## src/rtl/jellyvl_cdc_level_filter.sv

```systemverilog
// rtl/jellyvl_cdc_level_filter.sv - glitch filter and edge detector for a synchronized single-bit level
//
// Purpose: takes the already-synchronized level from a single-bit CDC synchronizer,
// commits a change only after FILTER_CYCLES consecutive cke edges sample the new
// value, and emits one-cycle rise/fall pulses on each committed change.
//
// Ports:
//   clk          destination-domain clock
//   reset        synchronous, active-high reset
//   cke          clock enable; 0 holds every register (including pulses)
//   in_level     synchronized input level
//   out_level    filtered level
//   out_rise     one-cycle pulse on a committed 0->1 change
//   out_fall     one-cycle pulse on a committed 1->0 change
//   glitch_count saturating count of rejected glitches
//
// Optional feature: define JELLYVL_CDC_LEVEL_FILTER_GLITCH_COUNT_EN to build the
// glitch counter; otherwise glitch_count is tied to zero.

module jellyvl_cdc_level_filter #(
    parameter int FILTER_CYCLES    = 4,
    parameter bit INIT_LEVEL       = 1'b0,
    parameter int GLITCH_CNT_WIDTH = 16
) (
    input  logic                        clk,
    input  logic                        reset,
    input  logic                        cke,
    input  logic                        in_level,
    output logic                        out_level,
    output logic                        out_rise,
    output logic                        out_fall,
    output logic [GLITCH_CNT_WIDTH-1:0] glitch_count
);

    generate
        if (FILTER_CYCLES < 1) begin : g_param_check
            $error("jellyvl_cdc_level_filter: FILTER_CYCLES must be >= 1");
        end
    endgenerate

    localparam int CNT_W = (FILTER_CYCLES < 1) ? 1 : $clog2(FILTER_CYCLES + 1);
    localparam logic [CNT_W-1:0] CNT_LAST = CNT_W'(FILTER_CYCLES - 1);

    localparam logic [0:0] STABLE = 1'b0;
    localparam logic [0:0] PEND   = 1'b1;

    logic [0:0]       state;
    logic [CNT_W-1:0] cnt;

    logic differ;
    logic commit;
    logic glitch;

    assign differ = (in_level != out_level);

    // With FILTER_CYCLES==1 there is no pending phase: the first differing
    // sample commits straight from STABLE.
    assign commit = differ &&
                    (((state == STABLE) && (FILTER_CYCLES == 1)) ||
                     ((state == PEND) && (cnt == CNT_LAST)));

    // The input fell back to the committed level before the change was accepted.
    assign glitch = (state == PEND) && !differ;

    always_ff @(posedge clk) begin
        if (reset) begin
            state     <= STABLE;
            cnt       <= '0;
            out_level <= INIT_LEVEL;
            out_rise  <= 1'b0;
            out_fall  <= 1'b0;
        end else if (cke) begin
            out_rise <= commit && in_level;
            out_fall <= commit && !in_level;
            if (commit) begin
                out_level <= in_level;
                state     <= STABLE;
                cnt       <= '0;
            end else if (glitch) begin
                state <= STABLE;
                cnt   <= '0;
            end else if ((state == STABLE) && differ) begin
                state <= PEND;
                cnt   <= CNT_W'(1);
            end else if (state == PEND) begin
                cnt <= cnt + CNT_W'(1);
            end
        end
    end

`ifdef JELLYVL_CDC_LEVEL_FILTER_GLITCH_COUNT_EN
    logic [GLITCH_CNT_WIDTH-1:0] glitch_cnt;

    always_ff @(posedge clk) begin
        if (reset) begin
            glitch_cnt <= '0;
        end else if (cke && glitch && (glitch_cnt != '1)) begin
            glitch_cnt <= glitch_cnt + GLITCH_CNT_WIDTH'(1);
        end
    end

    assign glitch_count = glitch_cnt;
`else
    assign glitch_count = '0;
`endif

endmodule

```

## config.mk

```make
export PLATFORM = sky130hd
export DESIGN_NAME = jellyvl_cdc_level_filter
export DESIGN_NICKNAME = d
export VERILOG_FILES = /design/src/rtl/jellyvl_cdc_level_filter.sv
export SDC_FILE = /design/constraint.sdc
export NUM_CORES = 1
export LEC_CHECK = 0
export ABC_AREA = 1
export BUFFER_PORTS_ARGS = -buffer_cell sky130_fd_sc_hd__buf_2
export CAP_MARGIN = 5
export CORE_AREA = 3 3 40 42
export DETAILED_ROUTE_END_ITERATION = 10
export DIE_AREA = 0 0 43 45
export GPL_TIMING_DRIVEN = 0
export PLACE_DENSITY = 0.72
export SETUP_SLACK_MARGIN = 0.15
export SKIP_CTS_REPAIR_TIMING = 1
export SYNTH_ARGS = -nofsm -noshare
export SYNTH_HDL_FRONTEND = slang
export SYNTH_SLANG_ARGS = --single-unit
```

## constraint.sdc

```tcl
create_clock -name clk -period 1.2 [get_ports clk]
set_clock_uncertainty 0.1 [all_clocks]
set_input_delay 0.36 -clock clk [delete_from_list [all_inputs] [get_ports clk]]
set_output_delay 0.36 -clock clk [all_outputs]
set_load 0.01 [all_outputs]
```

-- After elaboration in Yosys (flattened, before gate mapping)
Index checks and enable logic that the tools add are counted.
- logic and storage cells: 29
- memories: 0
- bits in writable memories: 0
- latch bits: 0
- bits in registers: 7
- output and inout port bits: 19
- input port bits: 4
- ROM bits: 0
- shifts and indexed selects: 0
- reductions and logical operators: 13
- muxes and demuxes: 7
- magnitude comparators: 0
- div/mod/pow operators: 0
- equality and inequality tests: 2
- bitwise operators: 1
- multipliers: 0
- add/sub/neg operators: 1
- operators by type and width (cell ; count):
    $mux 3 ; 4
    $logic_and 1x1->1 ; 6
    $reduce_and 2->1 ; 3
    $reduce_bool 4->1 ; 1
    $add 3x1->3 const B ; 1
    $eq 3x2->1 const B ; 1
    $mux 1 ; 3
    $reduce_bool 3->1 ; 1
    $logic_not 1->1 ; 2
    $ne 1x1->1 ; 1
    $not 1->1 ; 1

-- Depth between registers and ports, before layout
- depth after elaboration: 5
- mapped depth: 7
- mapped depth without buffers: 7

-- Least setup slack after synthesis
No wires, ideal clock.
- path kind: reg2reg
- from: register cnt[0]
- to: register out_level
- path buffers: 0
- data arrival time: 1031 ps
- library setup time: 122 ps
- slack: -53 ps
- clock period less this slack: 1253 ps
- stages on the path, launching flop included: 8
- cells stage by stage: dfxtp_1 > ha_1 > ha_1 > nand2_1 > clkinv_1 > nand2_1 > o21ai_0 > a21oi_1
- longest elaborated chain between the ends: 4
- RTL lines (what ; RTL line ; RTL):
    start: declaration ; 48 ; logic [CNT_W-1:0] cnt;
    start signal: assignment ; 86 ; cnt <= cnt + CNT_W'(1);
    $eq 3x2->1 ; 60 ; ((state == PEND) && (cnt == CNT_LAST)));
    $logic_and 1x1->1 ; 60 ;
    $logic_and 1x1->1 ; 58 ; assign commit = differ &&
    $reduce_and 2->1 (no line) ; n/a ;
    end signal: assignment ; 76 ; out_level <= in_level;
    end: declaration ; 29 ; output logic out_level,
No other way between the ends.
A chain may end at the register's enable or synchronous reset.

-- Final worst setup path
- from: register cnt[0]
- to: register cnt[1]
- longest elaborated chain between the ends: 5
- elaborated cells on any way between the ends: 10
- those cells by class: add/sub: 1; eq/ne: 1; mux: 4; reduce/logical: 4
- RTL lines (what ; RTL line):
    $add 3x1->3 or $eq 3x2->1 (tied branches) ; 86, 60
    $mux 3 or $logic_and 1x1->1 (tied branches) ; 85, 60
    $mux 3 or $logic_and 1x1->1 (tied branches) ; 82, 58
    $mux 3 or $reduce_bool 4->1 (tied branches) ; n/a
    $mux 3 or $reduce_and 2->1 (tied branches) ; n/a
Several ways; a longest one is shown, not always the timed one. The select of a mux whose other input is x is not followed.

==> impl_results.md <==
- Post-Synthesis Cells: 63
- Crit start category: flip-flop
- Final hold violations: 0
- CP max FO: 4
- Cell with the most instances after synthesis: buf_4
- Hold Crit Class: primary input to flip-flop
- First-pass GRT wire length: 1.407 mm
- Synth-to-layout area growth: 41.55%
- Total wire length: 903 um
- Vias in the first global route: 346
- Congestion Overflow GR: 0
- Ys Warns: 0
- Seq/Total Area, Yosys: 0.3003
- Iter 0 DRT Violations: 6
- Max-cap viol count: 0
- Hold path depth: 2
- CTS tree: done
- Register area: 148.9 um2
- # IOs: 23
- Worst VDD drop: 0.5537 mV
- Status: finished, violations left
- Synth unique cells: 13
- Root Buffer Master: clkbuf_4
- Num CTS Buffers: 3
- Final Power: 558.6 uW
- Critical Path Start: cnt[0]$_SDFFE_PP0P_
- CP Capture Type: flip-flop
- Crit path top cell by count: ha_4
- GP Congestion: 0.7074
- Footprint of the multi-input gates: 279.0 um2
- Top cell type's share of synthesized area: 0.3003
- Layout cells sized above 1: 0.4318
- R2r endpoint: cnt[1]$_SDFFE_PP0P_
- H-tree Lvls: 1
- Ys async rst share: 0
- Post-synth EDFFs: 0
- Clock buffer depth: 2
- Crit path DAT: 1.32 ns
- Routed length per instance: 8.767 um
- Core Region: 1285 um2
- Required @ worst endpoint: 1.28 ns
- Violated checks: setup timing
- Fillcell total: 132
- Pre-Repair DR Iteration Count: 4
- Initial antenna violation count: 0
- Row count: 13
- Mean Syn Cell Area: 7.408 um2
- Die height: 45 um
- Initial Utilization: 0.3632
- R2r setup slk: -0.04 ns
- Number of port buffers: 6
- Largest cells by area after synthesis: dfxtp_1 30%, buf_4 26%, nand2_1 10%, a21oi_1 7.5%, ha_1 5.4%
- Setup TNS: -0.1180 ns
- LEAKAGE: 0.3390 nW
- Remaining antenna violation count: 0
- Crit path capture: cnt[1]$_SDFFE_PP0P_
- Largest area contributor in the netlist: dfxtp_1
- Tcrit/Tclk final: 1.035
- Final setup margin: -0.04175 ns
- R2R depth: 5
- Final setup vio count: 5
- DRC Markers: 0
- Worst skew pair latency: 0.25 ns
- Max Clock Freq: 805.3 MHz
- Crit path time final: 1.242 ns
- Via count: 423
- Crit path cell chain: ha_4 > ha_4 > a21oi_4 > nand4_1 > a21oi_1
- Total track usage: 0.09659
- Fin. max-slew vios: 0
- Die span in x: 43 um
- CTS clk-pin slew, worst paths: 0.05 ns
- Most frequent cells after synthesis: 16 x buf_4, 13 x nand2_1, 7 x a21oi_1, 7 x dfxtp_1, 5 x nand3_1
- Crit Path Class: flip-flop to flip-flop
- Max incr delay on CP: 0.34 ns
- RSZ-0062 raised after global routing: yes
- Mapped Area: 466.7 um2
- Final net count: 95
- Worst path slowest cell: dfxtp_2
- Antenna diode count: 0
- Largest net degree at the start of global routing: 8
- Power per cell area: 845.5 nW/um2
- Synthesis-stage register bit count: 7
- Ys flop type: dfxtp_1
- Via-to-Cell Ratio: 4.107
- Critical R2R Launch: cnt[0]$_SDFFE_PP0P_
- Detailed Place HPWL: 692.2 um
- Die area: 1935 um2
- Clock tree sinks: 7
[cell usage in the layout (no fill, tap or decap)]
master / instances
a21oi_1: 6
a21oi_2: 1
a21oi_4: 1
buf_2: 4
buf_4: 16
buf_6: 2
clkbuf_1: 1
clkbuf_4: 3
conb_1: 16
dfxtp_1: 2
dfxtp_2: 4
dfxtp_4: 1
ha_4: 2
inv_1: 4
inv_2: 1
inv_4: 1
nand2_1: 11
nand2_2: 1
nand2_4: 1
nand3_1: 5
nand4_1: 4
o21ai_1: 1
[layer usage]
metal  global-route usage  vias to the layer above  wire length (um)
li1                     -                      225                 -
met5                    0                        -                 0
met3              0.01992                        4                74
met2               0.1347                       18               400
met4              0.07229                        0                25
met1               0.1301                      176               403
[report_power, final]
part	switching [mW]	leakage (nW)	internal [mW]
clock network	0.0881	0.0150	0.127
logic	0.0538	0.265	0.0465
registers	0.00808	0.0595	0.235
total	0.150	0.339	0.409
[worst min path at each step]
stage,startpoint,endpoint,slack [ns]
4_1_cts,reset,cnt[1]$_SDFFE_PP0P_,0.26
2_1_floorplan,reset,cnt[0]$_SDFFE_PP0P_,0.32
5_1_grt,reset,state$_SDFFE_PP0P_,0.27
6_report,reset,state$_SDFFE_PP0P_,0.26
3_3_place_gp,out_rise$_SDFFE_PP0P_,out_rise$_SDFFE_PP0P_,0.36
3_5_place_dp,out_rise$_SDFFE_PP0P_,out_rise$_SDFFE_PP0P_,0.36
[worst max-delay path: cells and delay by family, from the launching register on]
kind / cells / cell delay [ns]
AO/OA/AOI/OAI: 2 / 0.29
adder cells (fa/ha/maj): 2 / 0.33
flip-flops: 1 / 0.34
AND/OR/NAND/NOR: 1 / 0.11
[cells by family (layout without fill, tap and decap cells)]
| family | after synthesis | count (layout) | share of synthesized area |
|---|---|---|---|
| simple gates | 22 | 22 | 0.2118 |
| compound gates | 9 | 9 | 0.1206 |
| fa+ha+maj | 2 | 2 | 0.05361 |
| flops | 7 | 7 | 0.3003 |
| buf+inv | 22 | 32 | 0.3056 |
| other cells | 1 | 16 | 0.008035 |
[final cells by class]
class,instances,share of cell area
Multi-Input combinational cell,49,0.4223
Sequential cell,7,0.2254
Tap cell,15,0.02841
Timing Repair Buffer,6,0.06439
Buffer,16,0.1818
Clock buffer,4,0.03977
Inverter,6,0.03788
[flip-flops by register name, summed over array words and instances (netlist names)]
signal,flops
out_rise,1
state,1
out_fall,1
out_level,1
cnt,3
[through the flow]
stage	utilization	hold slack [ns]	setup WS [ns]	instance area, um2	cells
6_report	0.5141	0.2592	-0.04175	660.6	103
5_1_grt	0.5141	0.2714	-0.08614	660.6	103
4_1_cts	0.4878	0.2572	-0.07521	626.9	103
3_5_place_dp	0.4674	0.3593	-0.007717	600.6	99
3_3_place_gp	0.4674	0.3552	-0.0007303	600.6	99
2_1_floorplan	-	0.3217	0.05724	551.8	78
(Power assumes the default switching activity.)
